[config.mk]
export PLATFORM = sky130hd
export DESIGN_NAME = rf_write_arbiter
export DESIGN_NICKNAME = d
export VERILOG_FILES = /design/src/rtl/rf_write_arbiter.sv
export SDC_FILE = /design/constraint.sdc
export NUM_CORES = 1
export LEC_CHECK = 0
export CAP_MARGIN = 30
export CORE_UTILIZATION = 42
export DETAILED_ROUTE_END_ITERATION = 8
export GPL_TIMING_DRIVEN = 0
export PLACE_DENSITY = 0.92
export SETUP_SLACK_MARGIN = 0.02
export SLEW_MARGIN = 10
export SYNTH_ARGS = -nofsm -noshare
export SYNTH_HDL_FRONTEND = slang
export SYNTH_SLANG_ARGS = --single-unit
[constraint.sdc]
create_clock -name CLK -period 2.1 [get_ports CLK]
set_clock_uncertainty 0.05 [all_clocks]
set_input_delay 0.42 -clock CLK [delete_from_list [all_inputs] [get_ports CLK]]
set_output_delay 0.42 -clock CLK [all_outputs]
set_load 0.01 [all_outputs]
[src/rtl/rf_write_arbiter.sv]
// rf_write_arbiter: shares the register-file write port between CPU writeback, a debug writer and an init sweep (optional RF_X0_GUARD_EN keeps x0 unwritten)
module rf_write_arbiter #(
  parameter int DATA_W       = 32,
  parameter int ADDR_W       = 5,
  parameter int STARVE_LIMIT = 4,
  parameter int INIT_INDEX   = 1
) (
  input  logic              CLK,
  input  logic              RST,
  input  logic              init_start,
  output logic              init_busy,
  input  logic              cpu_we,
  input  logic [ADDR_W-1:0] cpu_addr,
  input  logic [DATA_W-1:0] cpu_wd,
  output logic              cpu_stall,
  input  logic              dbg_valid,
  input  logic [ADDR_W-1:0] dbg_addr,
  input  logic [DATA_W-1:0] dbg_wd,
  output logic              dbg_ready,
  output logic              rf_we,
  output logic [ADDR_W-1:0] rf_a3,
  output logic [DATA_W-1:0] rf_wd3,
  output logic              rf_src_dbg
);
  typedef enum logic {SERVE, INIT} state_t;
  state_t            state_q, state_d;
  logic [ADDR_W:0]   sweep_q, sweep_d, sweep_inc;
  logic [3:0]        starve_q, starve_d;
  logic              we_q, we_d, src_q, src_d;
  logic [ADDR_W-1:0] a3_q, a3_d, acc_addr;
  logic [DATA_W-1:0] wd_q, wd_d, acc_wd;
  logic              serve, force_dbg, cpu_take, dbg_take, x0_blk;
  assign serve     = state_q == SERVE;
  assign force_dbg = serve && dbg_valid && starve_q == 4'(STARVE_LIMIT);
  assign cpu_take  = serve && cpu_we && !force_dbg;
  assign dbg_take  = serve && dbg_valid && !cpu_take;
  assign acc_addr  = cpu_take ? cpu_addr : dbg_addr;
  assign acc_wd    = cpu_take ? cpu_wd : dbg_wd;
  assign sweep_inc = sweep_q + 1'b1;
`ifdef RF_X0_GUARD_EN
  assign x0_blk = acc_addr == '0;
`else
  assign x0_blk = 1'b0;
`endif
  assign cpu_stall  = cpu_we && !cpu_take;
  assign dbg_ready  = dbg_take;
  assign init_busy  = state_q == INIT;
  assign rf_we      = we_q;
  assign rf_a3      = a3_q;
  assign rf_wd3     = wd_q;
  assign rf_src_dbg = src_q;
  always_comb begin
    state_d  = state_q;
    sweep_d  = sweep_q;
    starve_d = '0;
    we_d     = 1'b0;
    src_d    = 1'b0;
    a3_d     = a3_q;
    wd_d     = wd_q;
    if (serve) begin
      we_d     = (cpu_take || dbg_take) && !x0_blk;
      src_d    = dbg_take;
      a3_d     = (cpu_take || dbg_take) ? acc_addr : a3_q;
      wd_d     = (cpu_take || dbg_take) ? acc_wd : wd_q;
      starve_d = (cpu_take && dbg_valid) ? starve_q + 4'd1 : '0;
      state_d  = init_start ? INIT : SERVE;
    end else begin
      // sweep index 0 always writes 0, so the x0 guard needs no special case here
      we_d    = 1'b1;
      a3_d    = sweep_q[ADDR_W-1:0];
      wd_d    = (INIT_INDEX != 0) ? DATA_W'(sweep_q[ADDR_W-1:0]) : '0;
      sweep_d = sweep_inc[ADDR_W] ? '0 : sweep_inc;
      state_d = sweep_inc[ADDR_W] ? SERVE : INIT;
    end
  end
  always_ff @(posedge CLK) begin
    if (RST) begin
      state_q  <= SERVE;
      sweep_q  <= '0;
      starve_q <= '0;
      we_q     <= 1'b0;
      src_q    <= 1'b0;
      a3_q     <= '0;
      wd_q     <= '0;
    end else begin
      state_q  <= state_d;
      sweep_q  <= sweep_d;
      starve_q <= starve_d;
      we_q     <= we_d;
      src_q    <= src_d;
      a3_q     <= a3_d;
      wd_q     <= wd_d;
    end
  end
endmodule

==> flow_metrics.py <==
metrics = {
    "outcome": {
        "status": "completed",
    },
    "die": {
        "num_rows": 28,
        "initial_core_util": 0.4411,
        "die_h_um": 81.32,
        "core_area_mm2": 0.005991,
        "die_x_um": 81.32,
        "ios": 121,
        "dieArea_mm2": 0.006613,
    },
    "power": {
        "peakVddDrop_uv": 312.4,
        "power_leakage_nw": 1.413,
        "powerDensity_mw_per_mm2": 540.2,
        "power_mw": 2.190,
    },
    "placed_design": {
        "dp.cells": 467,
        "place_congestion": 0.8663,
        "hpwl_mm": 5.884,
        "dp_slack_ns": -0.6801,
        "io_buffers": 120,
        "post_dp_cell_area_mm2": 0.003938,
    },
    "finish": {
        "stdcell_area_mm2": 0.004054,
        "final_layout_size_suffix_gt1_frac": 0.2239,
        "final_core_util": 0.6767,
        "areaGrowthSynthToFinish_pct": 53.41,
        "nets": 484,
        "antenna-diode-count": 0,
        "stdcell_count": 477,
        "nFillCells": 470,
    },
    "drt": {
        "finalWirelength_mm": 8.060,
        "wire_per_inst_um": 16.90,
        "drc": 0,
        "vias": 2653,
        "viasPerCell": 5.562,
        "drt_iter0_drc": 122,
        "drt_first_pass_iters": 4,
        "postRouteAntennaNets": 0,
    },
    "sta": {
        "finalCritPeriodShare": 0.9801,
        "whs_ns": 0.4673,
        "drv_slew": 0,
        "worst_pin_slew_ns": 0.4805,
        "hold_viol": 0,
        "grt_setup_unrepaired": "no",
        "setup_violations": 0,
        "max_freq_ghz": 0.4859,
        "fin_ws_ns": 0.04186,
        "fin_setup_tns_ns": 0,
        "slew_headroom": 0.6797,
        "finalCriticalPeriod_ns": 2.058,
    },
    "synth": {
        "synth-simple-area-share": 0.2623,
        "synth_compound_area_frac": 0.2472,
        "yosys_warnings": 0,
        "netlist_area_mm2": 0.002643,
        "syn-instance-count": 272,
        "synthAdderAreaFrac": 0.01420,
        "synthMuxAreaShare": 0.008049,
        "syn-num-nets": 354,
        "ys_types": 39,
        "ys_ff_latch": 49,
        "ys_seq_area_frac": 0.3712,
        "synth_top_family_by_area": "simple AND/OR/NAND/NOR gates",
        "synth_xor_area_frac": 0.01326,
        "synth_area_per_cell_um2": 9.715,
    },
    "cts": {
        "cts_buffers": 5,
        "clk_pin_slew_ns": 0.08,
        "cts_tree": "yes",
        "clock_tree.root_cell": "clkbuf_8",
        "ctsHoldBuffers": 0,
        "ctsHtreeMaxLevel": 2,
        "clock_latency_ns": 0.30,
        "clock_path_buffers": 2,
        "cts_num_sinks": 49,
    },
    "setup_path": {
        "end_kind": "output port",
        "crit_buf_inv": 2,
        "worst-path-max-fanout": 3,
        "cp_top_family": "simple AND/OR/NAND/NOR gates",
        "cp_slowest_cell": "dfxtp_2",
        "worstSetupStartpointType": "flop",
        "path_class": "reg -> out",
        "cp.required_ns": 1.63,
        "worst_path_largest_cell_delay_ns": 0.35,
        "cp_data_arrival_time_ns": 1.59,
        "crit_chain": "inv_1, ha_2, and4b_4, or2_4, and2_4, buf_6",
    },
    "run": {
        "drv_cap": 0,
    },
    "global_routing": {
        "grt_remaining_overflow": 0,
        "grt_pass1_vias": 2565,
        "grtUsageTotal": 0.2458,
        "antenna_found_initial": 0,
        "grt_max_degree": 20,
        "grt_first_pass_wirelength_mm": 12.56,
    },
    "min_path": {
        "hold_class": "reg -> reg",
    },
}
tightest hold or removal path: cells and delay by family, from the launching register on:
kind,cells,cell delay (ns)
DFF,1,0.32
AOI/OAI and AO/OA,1,0.08
and+or+nand+nor,1,0.07
flip-flops by register name (all words and copies together) (netlist names):
register    count
starve_q        4
rf_src_dbg      1
rf_we           1
init_busy       1
sweep_q         5
rf_wd3         32
rf_a3           5
power breakdown:
part | switching (mW) | internal (mW) | total (mW)
clock network | 0.305 | 0.262 | 0.567
registers | 0.0393 | 0.989 | 1.03
logic | 0.259 | 0.335 | 0.594
total | 0.603 | 1.59 | 2.19
final timing paths:
kind	start	to	slack (ns)	depth (start not counted)
min reg2reg	rf_wd3[21]	rf_wd3[21]	0.47	2
max reg2reg	starve_q[1]	rf_wd3[13]	0.19	8
min	rf_wd3[21]	rf_wd3[21]	0.47	2
max	starve_q[1]	cpu_stall	0.04	6
metal layers:
metal / wire length (µm) / part of all wire / track usage / vias to the layer above
met4: 151 / 0.019 / 0.08393 / 0
met3: 484 / 0.060 / 0.04270 / 12
met2: 4049 / 0.50 / 0.4200 / 104
li1: - / - / - / 1257
met1: 3375 / 0.42 / 0.3083 / 1280
met5: 0 / 0 / 0 / -
layout by cell type (no fill, tap or decap), drive strengths merged, types with 3 or more instances in the layout:
master and n:
buf 29, dfxtp 49, a31oi 10, or3b 10
o211ai 10, nor2 10, nand2 57, a311oi 28
a22oi 10, nor3 28, ha 3, clkdlybuf4s50 116
clkbuf 12, inv 3, nand3 3
logic make-up (layout without fill, tap and decap cells):
| kind of cell | Yosys count | after routing |
|---|---|---|
| buf+inv | 32 | 162 |
| xor+xnor | 4 | 4 |
| mux | 2 | 2 |
| flops | 49 | 49 |
| simple gates | 120 | 120 |
| fa+ha+maj | 3 | 3 |
| compound gates | 62 | 62 |
cells in the mapped netlist (all sizes together):
| library cell | n | share of area |
|---|---|---|
| nand2 | 57 | 0.081 |
| dfxtp | 49 | 0.37 |
| a311oi | 28 | 0.16 |
| nor3 | 28 | 0.091 |
| buf | 24 | 0.072 |
| a22oi | 10 | 0.028 |
| a31oi | 10 | 0.024 |
| nor2 | 10 | 0.014 |
| o211ai | 10 | 0.028 |
| or3b | 10 | 0.033 |
| clkbuf | 5 | 0.0071 |
| ha | 3 | 0.014 |
| inv | 3 | 0.0043 |
| nand3 | 3 | 0.0057 |
| and2 | 2 | 0.0047 |
| nand2b | 2 | 0.0076 |
| nor2b | 2 | 0.0047 |
| or2 | 2 | 0.0057 |
| xnor2 | 2 | 0.0066 |
| xor2 | 2 | 0.0066 |
| a211oi | 1 | 0.0028 |
| a21oi | 1 | 0.0019 |
| a41oi | 1 | 0.0033 |
| and4b | 1 | 0.0052 |
| mux2 | 1 | 0.0043 |
| mux2i | 1 | 0.0038 |
| nand4 | 1 | 0.0024 |
| nor3b | 1 | 0.0028 |
| o21ai | 1 | 0.0019 |
| or4 | 1 | 0.0043 |
final cells by class:
class,instances,area (µm²),share of cell area
multi-input combinational,191,1445,0.3565
timing repair buffer,125,1232,0.3040
sequential,49,983.4,0.2426
buffer,27,201.4,0.04969
tap,75,93.84,0.02315
clock buffer,7,86.33,0.02130
inverter,3,11.26,0.002778
timing repair:
action / 4_1_cts / 5_1_grt
resized for setup: 13 / 3
buffers inserted: 3 / 2
gates cloned: 0 / 0
pin swaps: 2 / 1
endpoints found under the setup margin: 2 / 2
hold endpoints to repair: 0 / 0
Power figures use the tool's default switching activity.
